`src/rtl/fifo_rd_stream_adapter.sv`:
```
// Read-domain consumer for the async FIFO: pops words, absorbs the 1-cycle read
// latency and re-presents them as a valid/ready stream through a 2-entry skid buffer.
module fifo_rd_stream_adapter #(
    parameter int WIDTH     = 8,
    parameter int CNT_WIDTH = 16
) (
    input  logic                 r_clk,
    input  logic                 r_rst,
    input  logic                 rd_enable,
    output logic                 r_en,
    input  logic [WIDTH-1:0]     data_out,
    input  logic                 empty,
    output logic                 m_valid,
    input  logic                 m_ready,
    output logic [WIDTH-1:0]     m_data,
    output logic [1:0]           occupancy,
    output logic [CNT_WIDTH-1:0] pop_count
);

    logic [WIDTH-1:0] buf0;
    logic [WIDTH-1:0] buf1;
    logic [1:0]       occ;
    logic             inflight;
    logic             take;
    logic [1:0]       space;
    logic [1:0]       slot;
    logic [1:0]       occ_next;

    // Handshake: a word moves downstream on every posedge where m_valid and
    // m_ready are both high; m_data is held while m_valid=1 and m_ready=0.
    assign m_valid   = (occ != 2'd0);
    assign m_data    = buf0;
    assign occupancy = occ;
    assign take      = m_valid & m_ready;

    // occ + inflight never exceeds 2, so the credit count stays within 0..2.
    // The take term lets m_ready reach r_en combinationally for full throughput.
    assign space    = 2'd2 - occ - {1'b0, inflight} + {1'b0, take};
    assign r_en     = r_rst & rd_enable & ~empty & (space != 2'd0);
    assign slot     = occ - {1'b0, take};
    assign occ_next = occ - {1'b0, take} + {1'b0, inflight};

    always_ff @(posedge r_clk) begin
        if (!r_rst) begin
            buf0      <= '0;
            buf1      <= '0;
            occ       <= 2'd0;
            inflight  <= 1'b0;
            pop_count <= '0;
        end else begin
            occ      <= occ_next;
            inflight <= r_en;
            if (take) begin
                pop_count <= pop_count + CNT_WIDTH'(1);
            end
            if (take && (occ == 2'd2)) begin
                buf0 <= buf1;
            end
            // The returning word lands in the slot left after any shift.
            if (inflight) begin
                if (slot == 2'd0) begin
                    buf0 <= data_out;
                end else begin
                    buf1 <= data_out;
                end
            end
        end
    end

endmodule

```
`config.mk`:
```
export PLATFORM = sky130hd
export DESIGN_NAME = fifo_rd_stream_adapter
export DESIGN_NICKNAME = d
export VERILOG_FILES = /design/src/rtl/fifo_rd_stream_adapter.sv
export SDC_FILE = /design/constraint.sdc
export NUM_CORES = 1
export LEC_CHECK = 0
export ABC_AREA = 1
export CORE_MARGIN = 5
export CORE_UTILIZATION = 28
export DETAILED_ROUTE_END_ITERATION = 12
export PLACE_DENSITY = 0.55
export SLEW_MARGIN = 20
export SYNTH_ARGS = -nofsm -noshare
export SYNTH_HDL_FRONTEND = slang
export SYNTH_SLANG_ARGS = --single-unit
export TNS_END_PERCENT = 5
```
`constraint.sdc`:
```
create_clock -name r_clk -period 2.6 [get_ports r_clk]
set_clock_uncertainty 0.2 [all_clocks]
set_input_delay 0.65 -clock r_clk [delete_from_list [all_inputs] [get_ports r_clk]]
set_output_delay 0.65 -clock r_clk [all_outputs]
set_load 0.01 [all_outputs]
```
==> impl_summary.md <==
Die
The overall die width is 87.4 um. The die covers 7640 um2. In this run the count of I/O pins placed on the die edge is 41. The core region is 5890 um2. Measured along the y axis, the die boundary spans 87.4 um. Row generation in the floorplan step produced 28 rows. The starting density of the core is 0.285.

Clock network
The number of buffers inserted during clock tree synthesis is 5. The tree built by TritonCTS fans out to 35 sinks. TritonCTS built the clock tree. The buffer levels on the longest clock path is 2. CTS placed an instance of clkbuf_8 at the clock tree root. The register clock-pin slew on the reported worst setup and hold paths is 70 ps. The number of buffers inserted by hold repair at cts is 0.

The number of H-tree branching levels is 2. The worst-skew pair later-pin latency is 290 ps.

Synth
The most instantiated library cell after synthesis is nor2_1. The Yosys step of the flow raised 0 warnings. The share of flip-flops with an asynchronous set or reset after synthesis is 0. The cell area after technology mapping is 1680 um2. The post-synthesis net count is 249. The cell type with the highest aggregate area in the netlist is dfxtp_1. The most common flop cell mapped by yosys is dfxtp_1. By count the netlist is led by 57 x nor2_1, 35 x dfxtp_1, 32 x nand2_1. In this run, synthesis produced a sequential element count of 35. The synthesized area per cell is 7.23 um2. The number of different library cells used by synthesis comes to 27.

The share of the Yosys chip area taken by registers is 0.418. Synthesis handed over a netlist of 232 instances. The share of synthesized area in the top cell type comes to 0.418. The count of flip-flops with a built-in enable after synthesis is 0. Yosys attributes the largest share of cell area to dfxtp_1 42%, nor2_1 13%, nand2_1 7.2%.

Power
The leakage power total is 0.894 nW. The power density relative to cell area is 734 nW/um2. VDD sags by at most 301 uV.

Detailed routing
The detailed router placed 1504 vias in this run. For this run, the detailed router's first-pass iteration total came to 4. The number of violations reported at the end of detailed-routing iteration 0 is 62. Dividing the detail-routed via count by the number of cells gives 4.13. Summed over all layers, the routed wires come to 4020 um.

After detailed routing, the number of remaining DRC violations is 0. Dividing the detail-routed wire length by the instance count gives 11.0 um. Once detail routing completed, the nets flagged for antenna violations numbered 0.

Setup path
The largest stage delay on the critical path is 450 ps. The startpoint kind of the worst setup timing path is a primary input. The critical path goes through buf_8, inv_6, nor2_8, fa_2, o211ai_1, inv_1, buf_2. Data on the critical path is required at its endpoint by 1750 ps. The data arrival at the endpoint of the critical path is 1730 ps. In this run the worst path has a maximum fanout of 2.

The number of buffers and inverters on the critical path is 4. STA classifies the critical path endpoint as an output pin. The cell family contributing the most delay on the critical path is adder cells. For this design, the slowest cell found on the critical path is fa_2. The critical path in this run is classified as primary input to output pin.

Timing
The final critical delay including setup and external delays is 2580 ps. The number of endpoints with negative hold slack in the final report came to 0. The number of slew-limit violations in the final report is 0.

Based on the critical path, the design can be clocked at up to 0.388 GHz. The count of endpoints failing setup in the final report is 0. Summed over all failing endpoints, the final setup total negative slack is 0 ps. On the final layout, the worst hold slack is 282 ps. The final setup slack of the worst path is 22.4 ps.

Setup repair after global routing could not meet its margin everywhere. In the finished design, the share of the clock period the worst path needs comes to 0.991. Headroom to the max-slew limit came out at 0.777. The actual transition at the worst max-transition pin is 332 ps.

Finish
The count of fill cells added during filler insertion is 647. The share of layout cells above drive strength 1 is 0.159. The final net count is 305. Relative to the synthesized area, the layout overhead comes to 40.2%. 0 antenna diodes ended up in the layout.

Global routing
For this run, the total global-route usage over all layers was measured as 0.116. The via count of the first global-routing pass came to 1519. The total congestion overflow after global routing is 0. The first global-routing pass estimated 6980 um of wire. Entering global routing, the biggest net connects 32 pins. The number of antenna violations at the first check in global routing is 0.

Worst hold path
The classification of the worst-slack hold path is flop to flop.

Placement
During placement, the flow inserted port buffers numbering 40. OpenSTA, run right after detailed placement, puts the worst setup slack at -827 ps. The congestion estimate from routability-driven global placement came to 0.694. The HPWL after detailed placement is 2860 um.

Job
The number of max-cap violations is 0.

Outcome
The run finished with clean final reports.
[kinds of logic (layout without fill, tap and decap cells)]
family,after synthesis,in the layout,synth area share
compound gates,42,42,0.127
xor+xnor,4,4,0.0254
fa+ha+maj,4,4,0.0343
buf+inv,34,91,0.0776
flops,35,35,0.418
simple gates,113,113,0.318
[layer usage]
layer | wire (um) | part of all wire | vias up | global-route usage
li1 | - | - | 844 | -
met1 | 1960 | 0.49 | 619 | 0.153
met2 | 1750 | 0.44 | 34 | 0.182
met3 | 246 | 0.061 | 7 | 0.0322
met4 | 61 | 0.015 | 0 | 0.0377
met5 | 0 | 0 | - | 0
[flip-flops by register name (all words and copies together) (netlist names)]
signal     cells
m_data         8
buf1           8
pop_count     16
inflight       1
occupancy      2
[stage by stage]
step	power (mW)	instances	instance area, um2	util
global route	1.85	364	2350	0.400
detailed placement	1.31	353	2230	0.379
finish	1.73	364	2350	0.400
CTS	1.75	363	2340	0.397
floorplan	1.03	232	1680	-
global placement	1.31	353	2230	0.379
[report_power, final]
group | switching (mW) | internal, mW
Combinational | 0.336 | 0.334
Sequential | 0.0502 | 0.616
Clock | 0.207 | 0.183
Total | 0.594 | 1.13
[worst register-to-register path: cells and delay by family (launching register included)]
kind | cells | cell delay [ps]
DFF | 1 | 340
xor gates and xnor gates | 1 | 250
AOI/OAI and AO/OA | 1 | 90
adders and majority gates | 1 | 220
buffers and inverters | 3 | 510
and+or+nand+nor | 4 | 550
[what timing repair did]
item                       4_1_cts  5_1_grt
buffers inserted                 2        1
pin swaps                        5        5
setup endpoints to repair        1        1
resized for setup               14        3
[cells in the final DEF, fill, tap and decap left out, types with 3 or more instances in the layout]
| cell | n |
|---|---|
| a21oi_1 | 8 |
| buf_4 | 13 |
| clkbuf_8 | 5 |
| clkdlybuf4s50_1 | 38 |
| clkinv_2 | 4 |
| dfxtp_1 | 33 |
| ha_1 | 3 |
| inv_1 | 26 |
| nand2_1 | 32 |
| nand2_2 | 3 |
| nand3_1 | 4 |
| nor2_1 | 57 |
| nor2_2 | 3 |
| nor3_1 | 3 |
| o21ai_0 | 12 |
| o21ai_1 | 21 |
| xor2_1 | 3 |
[path summary, 6_finish.rpt]
check	cells after the start	slack, ps	endpoint	from
hold / removal	2	280	buf1[3]$_SDFFE_PN0P_	buf1[3]$_SDFFE_PN0P_
setup reg to reg	10	410	m_data[3]$_SDFF_PN0_	occupancy[1]$_SDFF_PN0_
hold reg to reg	2	280	buf1[3]$_SDFFE_PN0P_	buf1[3]$_SDFFE_PN0P_
setup / recovery	7	20	r_en	m_ready
[area by class of cell]
class	count	area, um2	share of cell area
Timing Repair Buffer	53	498	0.212
Sequential cell	35	703	0.299
Multi-Input combinational cell	163	855	0.363
Tap cell	75	93.8	0.0399
Clock buffer	5	68.8	0.0293
Inverter	30	119	0.0505
Clock inverter	3	15.0	0.00638
(Power assumes the default switching activity.)
